`config.mk`:
```
export PLATFORM = sky130hd
export DESIGN_NAME = conv_window_gen
export DESIGN_NICKNAME = d
export VERILOG_FILES = /design/src/rtl/conv_pkg.sv /design/src/rtl/conv_line_buffer.sv /design/src/rtl/conv_window_gen.sv
export SDC_FILE = /design/constraint.sdc
export NUM_CORES = 1
export LEC_CHECK = 0
export ABC_CLOCK_PERIOD_IN_PS = 9800
export CORE_ASPECT_RATIO = 1.75
export CORE_MARGIN = 2
export CORE_UTILIZATION = 40
export DETAILED_ROUTE_END_ITERATION = 10
export GPL_ROUTABILITY_DRIVEN = 0
export GPL_TIMING_DRIVEN = 0
export SYNTH_ARGS = -nofsm -noshare
export SYNTH_HDL_FRONTEND = slang
export SYNTH_SLANG_ARGS = --single-unit
export TNS_END_PERCENT = 1
```
`constraint.sdc`:
```
create_clock -name clk -period 9.8 [get_ports clk]
set_clock_uncertainty 0.05 [all_clocks]
set_input_delay 0.98 -clock clk [delete_from_list [all_inputs] [get_ports clk]]
set_output_delay 0.98 -clock clk [all_outputs]
set_load 0.02 [all_outputs]
```
`src/rtl/conv_pkg.sv`:
```
// Shared types for the conv window datapath: kernel size, signed pixel, 5x5 window.
// No logic; imported by the window generator and its line buffers.
// window_t is indexed [row][col] with row 0 the oldest image row.
package conv_pkg;
    localparam int KSIZE = 5;
    typedef logic signed [7:0] pix_t;
    typedef pix_t window_t [KSIZE-1:0][KSIZE-1:0];
endpackage

```
`src/rtl/conv_line_buffer.sv`:
```
// One image-row delay: a DEPTH-entry pixel store addressed by column.
// Latency: dout is combinational from addr (read-before-write), so it returns the previous row's pixel.
// Backpressure: none internally; writes only when en is high, so stalls simply freeze contents.
module conv_line_buffer
    import conv_pkg::*;
#(
    parameter int DEPTH = 28,
    localparam int AW = $clog2(DEPTH)
) (
    input  logic          clk,
    input  logic          en,
    input  logic [AW-1:0] addr,
    input  pix_t          din,
    output pix_t          dout
);

    // Storage is deliberately unreset: stale rows are never windowed.
    pix_t mem_q [DEPTH];

    always_ff @(posedge clk) begin
        if (en) begin
            mem_q[addr] <= din;
        end
    end

    assign dout = mem_q[addr];

endmodule

```
`src/rtl/conv_window_gen.sv`:
```
// Streaming 5x5 sliding-window generator over a raster pixel stream; CONV_WIN_POS_EN adds win_row/win_col.
// Latency: a window appears one cycle after the pixel that completes it is accepted.
// Backpressure: single output register; pix_ready = !win_valid || win_ready, window frozen while stalled.
module conv_window_gen
    import conv_pkg::*;
#(
    parameter int IMG_W = 28,
    parameter int IMG_H = 28
) (
    input  logic    clk,
    input  logic    rst_n,
    input  pix_t    pix_in,
    input  logic    pix_valid,
    input  logic    pix_sof,
    output logic    pix_ready,
    output window_t window,
    output logic    win_valid,
    input  logic    win_ready,
    output logic    frame_done
`ifdef CONV_WIN_POS_EN
    ,
    output logic [$clog2(IMG_H)-1:0] win_row,
    output logic [$clog2(IMG_W)-1:0] win_col
`endif
);

    localparam int CW = $clog2(IMG_W);
    localparam int RW = $clog2(IMG_H);
    localparam logic [CW-1:0] COL_LAST = CW'(IMG_W - 1);
    localparam logic [RW-1:0] ROW_LAST = RW'(IMG_H - 1);
    localparam logic [CW-1:0] COL_K    = CW'(KSIZE - 1);
    localparam logic [RW-1:0] ROW_K    = RW'(KSIZE - 1);

    logic [CW-1:0] col_q, col_d, cur_col;
    logic [RW-1:0] row_q, row_d, cur_row;
    logic          acc, emit, last_pos;
    window_t       win_q, win_d;
    logic          win_valid_q, win_valid_d;
    logic          frame_done_q, frame_done_d;
    pix_t          lb_din  [KSIZE-1];
    pix_t          lb_dout [KSIZE-1];

    assign pix_ready = !win_valid_q || win_ready;

    // sof pins the accepted pixel to (0,0) regardless of where the counters were.
    always_comb begin
        acc      = pix_valid && pix_ready;
        cur_col  = pix_sof ? '0 : col_q;
        cur_row  = pix_sof ? '0 : row_q;
        emit     = (cur_row >= ROW_K) && (cur_col >= COL_K);
        last_pos = (cur_row == ROW_LAST) && (cur_col == COL_LAST);
    end

    always_comb begin
        lb_din[0] = pix_in;
        for (int k = 1; k < KSIZE - 1; k++) begin
            lb_din[k] = lb_dout[k-1];
        end
    end

    genvar g;
    generate
        for (g = 0; g < KSIZE - 1; g++) begin : g_lb
            conv_line_buffer #(.DEPTH(IMG_W)) u_lb (
                .clk  (clk),
                .en   (acc),
                .addr (cur_col),
                .din  (lb_din[g]),
                .dout (lb_dout[g])
            );
        end
    endgenerate

    always_comb begin
        col_d        = col_q;
        row_d        = row_q;
        win_d        = win_q;
        win_valid_d  = win_valid_q;
        frame_done_d = frame_done_q;
        if (acc) begin
            if (cur_col == COL_LAST) begin
                col_d = '0;
                row_d = (cur_row == ROW_LAST) ? '0 : cur_row + 1'b1;
            end else begin
                col_d = cur_col + 1'b1;
                row_d = cur_row;
            end
            for (int i = 0; i < KSIZE; i++) begin
                for (int j = 0; j < KSIZE - 1; j++) begin
                    win_d[i][j] = win_q[i][j+1];
                end
            end
            // Deepest line buffer holds the oldest row, which lands in window row 0.
            for (int i = 0; i < KSIZE - 1; i++) begin
                win_d[i][KSIZE-1] = lb_dout[KSIZE-2-i];
            end
            win_d[KSIZE-1][KSIZE-1] = pix_in;
            win_valid_d  = emit;
            frame_done_d = emit && last_pos;
        end else if (win_ready) begin
            win_valid_d  = 1'b0;
            frame_done_d = 1'b0;
        end
    end

    always_ff @(posedge clk or negedge rst_n) begin
        if (!rst_n) begin
            col_q        <= '0;
            row_q        <= '0;
            win_q        <= '{default: '0};
            win_valid_q  <= 1'b0;
            frame_done_q <= 1'b0;
        end else begin
            col_q        <= col_d;
            row_q        <= row_d;
            win_q        <= win_d;
            win_valid_q  <= win_valid_d;
            frame_done_q <= frame_done_d;
        end
    end

    assign window     = win_q;
    assign win_valid  = win_valid_q;
    assign frame_done = frame_done_q;

`ifdef CONV_WIN_POS_EN
    logic [RW-1:0] win_row_q, win_row_d;
    logic [CW-1:0] win_col_q, win_col_d;

    always_comb begin
        win_row_d = win_row_q;
        win_col_d = win_col_q;
        if (acc && emit) begin
            win_row_d = cur_row - ROW_K;
            win_col_d = cur_col - COL_K;
        end
    end

    always_ff @(posedge clk or negedge rst_n) begin
        if (!rst_n) begin
            win_row_q <= '0;
            win_col_q <= '0;
        end else begin
            win_row_q <= win_row_d;
            win_col_q <= win_col_d;
        end
    end

    assign win_row = win_row_q;
    assign win_col = win_col_q;
`endif

endmodule
```
# After elaboration in Yosys (flattened, before gate mapping)
# Memory sizes are Yosys's and may differ from the RTL's. A register that Yosys moved wholly into a read port is not among the register bits.
# Index checks and enable logic that the tools add are counted.
# word_totals
register_bits	204
mem_bits_rw	896
in_bits	13
output_inout_bits	203
word_cells	56
n_memories	4
# classes
n_addsub	2
n_lt_le_gt_ge	2
n_eq_ne	2
mux	10
reduce_logical	8
# memory_table
name	depth	word_bits	rd	rd_clocked_by_memory_dff	wr	line	source
g_lb[0].u_lb.mem_q	28	8	1	0	1	conv_line_buffer.sv:18	pix_t mem_q [DEPTH];
g_lb[1].u_lb.mem_q	28	8	1	0	1	conv_line_buffer.sv:18	
g_lb[2].u_lb.mem_q	28	8	1	0	1	conv_line_buffer.sv:18	
g_lb[3].u_lb.mem_q	28	8	1	1	1	conv_line_buffer.sv:18	
# ops
operator	count
5-bit two-way mux	5
5-bit by 1-bit adder with 5-bit output (second input constant)	2
5-bit == test (second input constant)	2
5-bit by 3-bit >= comparator with 1-bit output (second input constant)	2
1-bit two-way mux	5
1-bit logical AND	4
1-bit zero test	2
2-bit nonzero test	1
1-bit logical OR	1

# Depth between registers and ports, before layout
# Gate-level depths: netlist of run 1.
# logic_depth
depth_word	5
ltp_mapped	10
mapped_depth_nobuf	6

# By module
# Synthesis of run 1 repeated with hierarchy kept, for this count alone.
# hier_totals
hier_cells	2746
hier_area_um2	43437.9
# by_module_without_submodules
mod	instances	cells_each	area_per_inst_um2	seq_area_each_um2
conv_line_buffer	4	454	8799.7	6726.5
conv_window_gen	1	930	8239.2	5305.1

# Worst setup path before layout of run 1
# OpenSTA, ideal clock, no wires.
# synth_timing
path_kind	in2reg
start	in pix_sof
end	mem g_lb[0].u_lb.mem_q[26][0] (netlist name), enable pin
setup_ns	0.461
t_arrival_ns	4.481
required_ns	9.289
path_slack_ns	4.808
path_stages	6
path_buffers	3
cell_sequence	nor2b_1 -> clkbuf_1 -> buf_2 -> buf_1 -> nand3_1 -> nor3_1
# synth_between
elab_chain_len	1
# synth_rtl
element	line	source
start: declaration	conv_window_gen.sv:14	input logic pix_sof,
5-bit two-way mux	conv_window_gen.sv:48	cur_col = pix_sof ? '0 : col_q;
end: declaration	conv_line_buffer.sv:18	
# Every way passes these cells.

# Final worst setup path of run 1
# layout_timing
start	in pix_sof
end	mem g_lb[3].u_lb.mem_q[23][4] (netlist name) (data pin)
# layout_between
elab_chain_len	2
# layout_rtl
element	line	source
5-bit two-way mux	conv_window_gen.sv:48	
memory 28 x 8 bit	-	
named net g_lb[2].u_lb.dout[4]	conv_line_buffer.sv:14	output pix_t dout
end: declaration	conv_line_buffer.sv:18	
# The timed path passes the listed nets, and every way through them passes these cells.

==> results of run 1 <==
stage by stage:
stage | setup slack (ps) | instances | utilization, % | TNS [ps] | cell area [um^2]
floorplan | 4808 | 2876 | - | 0 | 43050
global placement | -1921 | 4459 | 43.83 | -441800 | 46910
detailed placement | 3463 | 4505 | 44.82 | 0 | 47980
CTS | 4188 | 4677 | 47.70 | 0 | 51060
global route | 3993 | 4680 | 47.74 | 0 | 51100
finish | 4018 | 4682 | 47.75 | 0 | 51100
final timing paths:
kind / startpoint / to / slack, ps / cells past startpoint
min reg2reg: window[43]$_DFFE_PN0P_ / window[43]$_DFFE_PN0P_ / 420 / 2
min: rst_n / window[163]$_DFFE_PN0P_ / 280 / 1
max reg2reg: col_q[3]$_DFFE_PN0P_ / g_lb[3].u_lb.mem_q[23][4]$_DFFE_PP_ / 4570 / 7
max: pix_sof / g_lb[3].u_lb.mem_q[23][4]$_DFFE_PP_ / 4020 / 8
min in group clk: window[43]$_DFFE_PN0P_ / window[43]$_DFFE_PN0P_ / 420 / 2
max in group asynchronous: rst_n / window[44]$_DFFE_PN0P_ / 8220 / 2
layout by cell type (no fill, tap or decap), types with 24 or more instances in the layout:
master,count
nor2b_1,31
clkdlybuf4s50_1,214
nor2_4,24
clkbuf_16,98
o21ai_0,59
nand2_1,649
nor3b_1,29
dfrtp_1,212
a31oi_1,26
mux4_2,30
clkbuf_1,118
o22ai_1,31
edfxtp_1,896
a221oi_1,35
a22oi_1,40
a21oi_1,60
o221ai_1,36
mux2i_1,105
nand3_1,24
mux2_2,91
a211oi_1,62
buf_2,53
nor2_1,50
power breakdown:
group	switching, mW	internal, mW
Combinational	1.19	0.572
Clock	1.71	2.10
Sequential	0.161	5.46
flip-flops by register name (all words and copies together), names as in the netlist:
register and flops:
window 200, frame_done 1, row_q 5, col_q 5, win_valid 1, g_lb.u_lb.mem_q 896
cell usage after synthesis (all sizes together), types with 7 or more instances:
cell / count / area [um^2]
a211oi: 62 / 465.5
a21oi: 60 / 300.3
a221oi: 35 / 306.5
a222oi: 19 / 190.2
a22oi: 40 / 300.3
a311oi: 15 / 131.4
a31oi: 26 / 162.7
a32oi: 7 / 61.31
a41oi: 12 / 105.1
and2: 8 / 50.05
and3b: 17 / 148.9
buf: 87 / 460.4
clkbuf: 102 / 384.1
dfrtp: 212 / 5305
edfxtp: 896 / 26910
mux2: 95 / 1085
mux2i: 105 / 1051
mux4: 30 / 675.7
nand2: 649 / 2436
nand3: 24 / 120.1
nand3b: 7 / 52.55
nor2: 74 / 277.8
nor2b: 31 / 193.9
nor3: 16 / 80.08
nor3b: 29 / 217.7
nor4bb: 8 / 80.08
o21ai: 60 / 300.3
o221ai: 36 / 315.3
o22ai: 31 / 193.9
area by class of cell:
| type | instances | area (um^2) | share of cell area (%) |
|---|---|---|---|
| Tap cell | 1368 | 1712 | 3.349 |
| Clock inverter | 44 | 396.6 | 0.7762 |
| Antenna cell | 2 | 5.005 | 0.009794 |
| Inverter | 5 | 18.77 | 0.03673 |
| Timing Repair Buffer | 264 | 3057 | 5.982 |
| Sequential cell | 1108 | 32210 | 63.03 |
| Multi-Input combinational cell | 1574 | 10170 | 19.91 |
| Buffer | 189 | 844.6 | 1.653 |
| Clock buffer | 128 | 2683 | 5.249 |
worst max-delay path, stage by stage:
cell and delay [ps]:
clkdlybuf4s50_1 570, buf_2 270, nor2_1 570, clkbuf_1 840, clkbuf_1 960, a21oi_1 160, a221oi_1 550, nand3_1 910
routing by layer:
metal / up-vias / wire length, um / global-route usage (%)
met5: - / 101 / 0.3077
met4: 10 / 12590 / 19.49
met3: 472 / 10810 / 4.756
met2: 1464 / 74550 / 46.89
met1: 13964 / 47200 / 26.82
li1: 11605 / - / -
kinds of logic (layout without fill, tap and decap cells):
family          after synthesis  count (layout)
mux                         230             230
fa+ha+maj                     2               2
buf+inv                     194             630
compound gates              449             449
simple gates                893             893
flops                      1108            1108
other cells                   0               2
==> impl_results.md, run 1 <==
* Crit path time final at 5782 ps
* Largest net degree at the start of global routing at between 100 and 150
* Num CTS Buffers at between 90 and 100
* Hold Worst Slack at 283.1 ps
* Vias at roughly 28,000
* Max VDD drop at 0.1543 mV
* GRT Total Usage at a little over a quarter
* Syn avg cell area at roughly 15 um^2
* Multiplexer share of the synthesized area at under 10%
* Core Area at between 0.1 and 0.15 mm^2
* Die height at ~440 um
* Clock slew seen by the registers of the worst setup and hold paths at 60 ps
* DIE WIDTH at approximately 250 um
* Synth Area in Simple Gates at around 9%
* Residual DRC count at 0
* Post-synth ARST share at 19.13%
* Hold Buf Count CTS at 0
* Hold Path Class: input pin to async pin
* DIE AREA at about 0.11 mm^2
* Antenna violations before repair at 7
* Vias in the first global route at 27,565
* Placed wire-length estimate at between 100,000 and 150,000 um
* Global-route wire length before repair at a little over 200,000 um
* Root buf cell: clkbuf_16
* Status: complete, but fails checks
* Layout Nets at 3,250
* Post-synth EDFFs at approximately 900
* Port-buffer cells at ~220
* Req. time, crit path at approximately 9900 ps
* Worst slew margin relative to its limit at -0.5981%
* Top Ports at between 200 and 250
* Post-Synth Adder-Cell Area at 0.05813%
* Synth warn at 0
* Xor and xnor fraction of the mapped netlist area at 0%
* Period utilisation layout at about three fifths
* Post-CTS sizing at 0
* WS Path Type: input pin to flip-flop
* TritonCTS Sinks at around 1,100
* TritonRoute pass-1 iters at 8
* Via density at ~6
* Slew @ Worst Pin at between 1500 and 2000 ps
* # H-tree levels at 3
* # setup viols final at 0
* Startpoint Class: input pin
* Overflow after GRT at 0
* Share of layout cells above drive strength 1 at about an eighth
* DRT Wirelength at roughly 150,000 um
* Cells after Synth at between 2,000 and 3,000
* ANT nets after route at 0
* Initial core utilization at between 40% and 50%
* Main combinational cell family by area after synthesis: simple AND/OR/NAND/NOR gates
* Initial DRC Count at 2,732
* Postcts setup bufs at 0
* Critical Path End Type: flip-flop
* Pwr Density at roughly 220 mW/mm^2
* Main synth FF type: edfxtp_1
* RSZ-0062 raised after global routing: no
* Fillers at 9,296
* Drt wl/cell at 31.02 um
* Complex-gate fraction of the synthesized area at ~7.6%
* Total power at around 11 mW
* Clk buf depth at 3
* Max-Cap Viols at 1
* Num rows at roughly 160
* Leak at about 18 nW
* Sequential-to-total area share from yosys stat at about 75%
* Synthesized cell area at 0.04305 mm^2
* CTS tree: done
* CP Data Arrival Time at about 6000 ps
* Pins over their slew limit at 30
* Register bit total from synthesis at ~1,100
* Yosys cell types at between 60 and 70
* Failing checks: max-capacitance violations, max-slew violations
* Worst Path Max Fanout at 28
* Max Fclk at 173.0 MHz
* Area Growth Syn to Fin at 18.71%
* Mapped Nets at around 2,900
* Fin. Hold Viols at 0
* Clock Latency Late Sink at between 700 and 800 ps
Note: power is estimated with default switching activity, not from simulation.
==> inputs of run 2 (changes only) <==
- ABC_CLOCK_PERIOD_IN_PS: 9800 -> 6000
- clock period: 9.8 -> 6 ns (I/O delays scaled with it)
==> run 2 against run 1 <==
  * First-iteration DRC count is 1.2% higher
  * Count of clock-buffer cells in the layout unchanged
  * Hold slack improved by 140 ps
  * Critical path depth did not move
  * Cell area is essentially flat
  * Via count is 0.58% higher
  * Largest cell class unchanged
  * Largest power group unchanged
  * Non-clock buffer count grew 1
  * The flow still finishes with violations (max-capacitance violations, max-slew violations)
  * Clock power is 64% higher
  * Flip-flop and latch count unchanged
  * Critical endpoint is now g_lb[3].u_lb.mem_q[20][4]$_DFFE_PP_
==> impl_results.md, run 2 (synthesis gave the netlist of run 1 again) <==
* Status: complete, but fails checks
* Failing checks: max-capacitance violations, max-slew violations
* CP Data Arrival Time at 5470 ps (-370 ps)
* Placed wire-length estimate at 100,500 um (unchanged)
* Max-Cap Viols at 2 (+1)
* Post-CTS sizing at 0 (unchanged)
* Die height at 438.0 um (unchanged)
* Port-buffer cells at 215 (unchanged)
* Crit path time final at about 5400 ps
* Switching pwr at 5.021 mW (+64%)
* Req. time, crit path at 6070 ps (-3790 ps)
* Reg area at 0.03221 mm^2 (unchanged)
* Max FFs per register at 896 (unchanged)
* Critical-path cell list: clkdlybuf4s50_1 > buf_2 > nor2_1 > clkbuf_1 > clkbuf_1 > a21oi_1 > a221oi_1 > nand3_1
* Max Fclk at between 150 and 200 MHz
* Clock power frac at 34.1% (about the same)
* Slew @ Worst Pin at 1521 ps (+11.59 ps)
* Hold Worst Slack at 421.1 ps (+138.1 ps)
* Area of the multi-input gates at 0.01017 mm^2 (unchanged)
* Vias at 27,675 (+0.58%)
* Initial DRC Count at 2,765 (+1.2%)
* Clock Latency Late Sink at 720 ps (about the same)
* Placed cell area at 0.04798 mm^2 (unchanged)
* Clock slew seen by the registers of the worst setup and hold paths at 60 ps (about the same)
* # setup viols final at 0 (unchanged)
* Startpoint Class: input pin
* Final Util at 47.76% (about the same)
* Antenna violations before repair at 7 (unchanged)
* Num rows at 159 (unchanged)
* Fillers at 9,295 (-0.011%)
* DIE AREA at 0.1104 mm^2 (unchanged)
* WS Path Type: input pin to flip-flop
* Switching share of power at 27.43% (+0.067 points)
* Combinational fraction of design power at 15.8% (about the same)
* Critical Path End Type: flip-flop
* ANT nets after route at 0 (unchanged)
* Area Growth Syn to Fin at 18.74% (about the same)
* Vias in the first global route at 27,607 (+0.15%)
* Worst slew margin relative to its limit at -1.745% (-1.1 points)
* Share of layout cells above drive strength 1 at 13.07% (about the same)
* TritonCTS Sinks at 1,108 (unchanged)
* DIE WIDTH at 252.0 um (unchanged)
* Core Area at 0.1070 mm^2 (unchanged)
* Root buf cell: clkbuf_16
* Pwr Density at 358.1 mW/mm^2 (+63%)
* Leak at 18.09 nW (about the same)
* Top cell family by delay on the critical path: buffers and inverters
* Worst Path Buf+Inv at 4 (unchanged)
* Num CTS Buffers at 93 (unchanged)
* Crit-path max cell delay at 960 ps (about the same)
* Total power at 18.30 mW (+63%)
* Initial core utilization at 40.22% (unchanged)
* Via density at 5.908 (+0.54%)
* Slowest library cell on the worst path: clkbuf_1
* Residual DRC count at 0 (unchanged)
* Reg with most FFs: g_lb.u_lb.mem_q
* Most frequent cells in the layout: 896 x edfxtp_1, 649 x nand2_1, 214 x clkdlybuf4s50_1
* TritonRoute pass-1 iters at 6 (-2)
* Most common cell after layout, fill and taps aside: edfxtp_1
* Period utilisation layout at approximately nine tenths
* Max VDD drop at 0.2583 mV (+67%)
* Worst Path Max Fanout at 28 (unchanged)
* Hold Path Class: flip-flop to flip-flop
* RSZ-0062 raised after global routing: no
* Part of the power in registers at 50.1% (about the same)
* DRT Wirelength at 145,400 um (+0.11%)
* Layout Nets at 3,251 (+0.031%)
* P_int at 13.28 mW (+63%)
* Fin. Hold Viols at 0 (unchanged)
* Clk buf depth at 3 (unchanged)
* Overflow after GRT at 0 (unchanged)
* Drt wl/cell at 31.05 um (about the same)
* # H-tree levels at 3 (unchanged)
* Pins over their slew limit at 35 (+17%)
* Global-route wire length before repair at 201,900 um (about the same)
* Largest net degree at the start of global routing at 113 (unchanged)
* Final std cell area, no fill at 0.05111 mm^2 (about the same)
* GRT Total Usage at 26.10% (about the same)
* CTS tree: done
* Top Ports at 216 (unchanged)
* Worst path most repeated cell: clkbuf_1
[run 2: final timing paths]
kind                                        start                             endpoint  slack, ps  depth (start not counted)
max                                       pix_sof  g_lb[3].u_lb.mem_q[20][4]$_DFFE_PP_        600                          8
min                        window[43]$_DFFE_PN0P_               window[43]$_DFFE_PN0P_        420                          2
max reg2reg                  col_q[0]$_DFFE_PN0P_  g_lb[0].u_lb.mem_q[25][4]$_DFFE_PP_        770                         10
min reg2reg                window[43]$_DFFE_PN0P_               window[43]$_DFFE_PN0P_        420                          2
max in group asynchronous                   rst_n               window[44]$_DFFE_PN0P_       4200                          3
min in group asynchronous                   rst_n              window[163]$_DFFE_PN0P_        480                          2
[run 2: routing by layer]
layer,part of all wire (%),vias to the layer above,track usage (%)
met1,33,14091,26.77
met3,7.5,499,5.195
met4,8.7,10,19.10
met2,51,1458,46.88
li1,-,11617,-
met5,0.069,-,0.3077
[run 2: tightest hold or removal path, cell delays in order (launching register included)]
cell and delay [ps]:
dfrtp_1 340, nand2_1 50, nand2_1 50
[run 2: per-stage QoR]
step                      setup WS [ps]  setup TNS (ps)  std cells
after floorplan                    1388               0       2876
after global placement            -5341        -2759140       4459
after detailed placement          43.00               0       4505
after CTS                         768.1               0       4678
after global routing              588.3               0       4681
final                             600.7               0       4684
[run 2: power by group through the flow]
stage,registers (mW),logic [mW],clock network (mW)
after global routing,9.20,3.02,6.54
final,9.18,2.89,6.24
after detailed placement,9.34,2.83,0
after CTS,9.18,2.84,6.27
after global placement,9.34,2.77,0
after floorplan,9.53,1.12,0
[run 2: cell type report]
type	count	area share (%)
antenna	3	0.01469
buffer	189	1.652
multi-input combinational	1574	19.91
tap	1368	3.349
timing repair buffer	265	6.000
clock inverter	44	0.7760
inverter	5	0.03672
clock buffer	128	5.248
sequential	1108	63.02
[run 2: what timing repair did]
item	4_1_cts	5_1_grt
hold buffers	1	0
buffers inserted	0	0
hold endpoints to repair	100	0
setup endpoints to repair	0	0
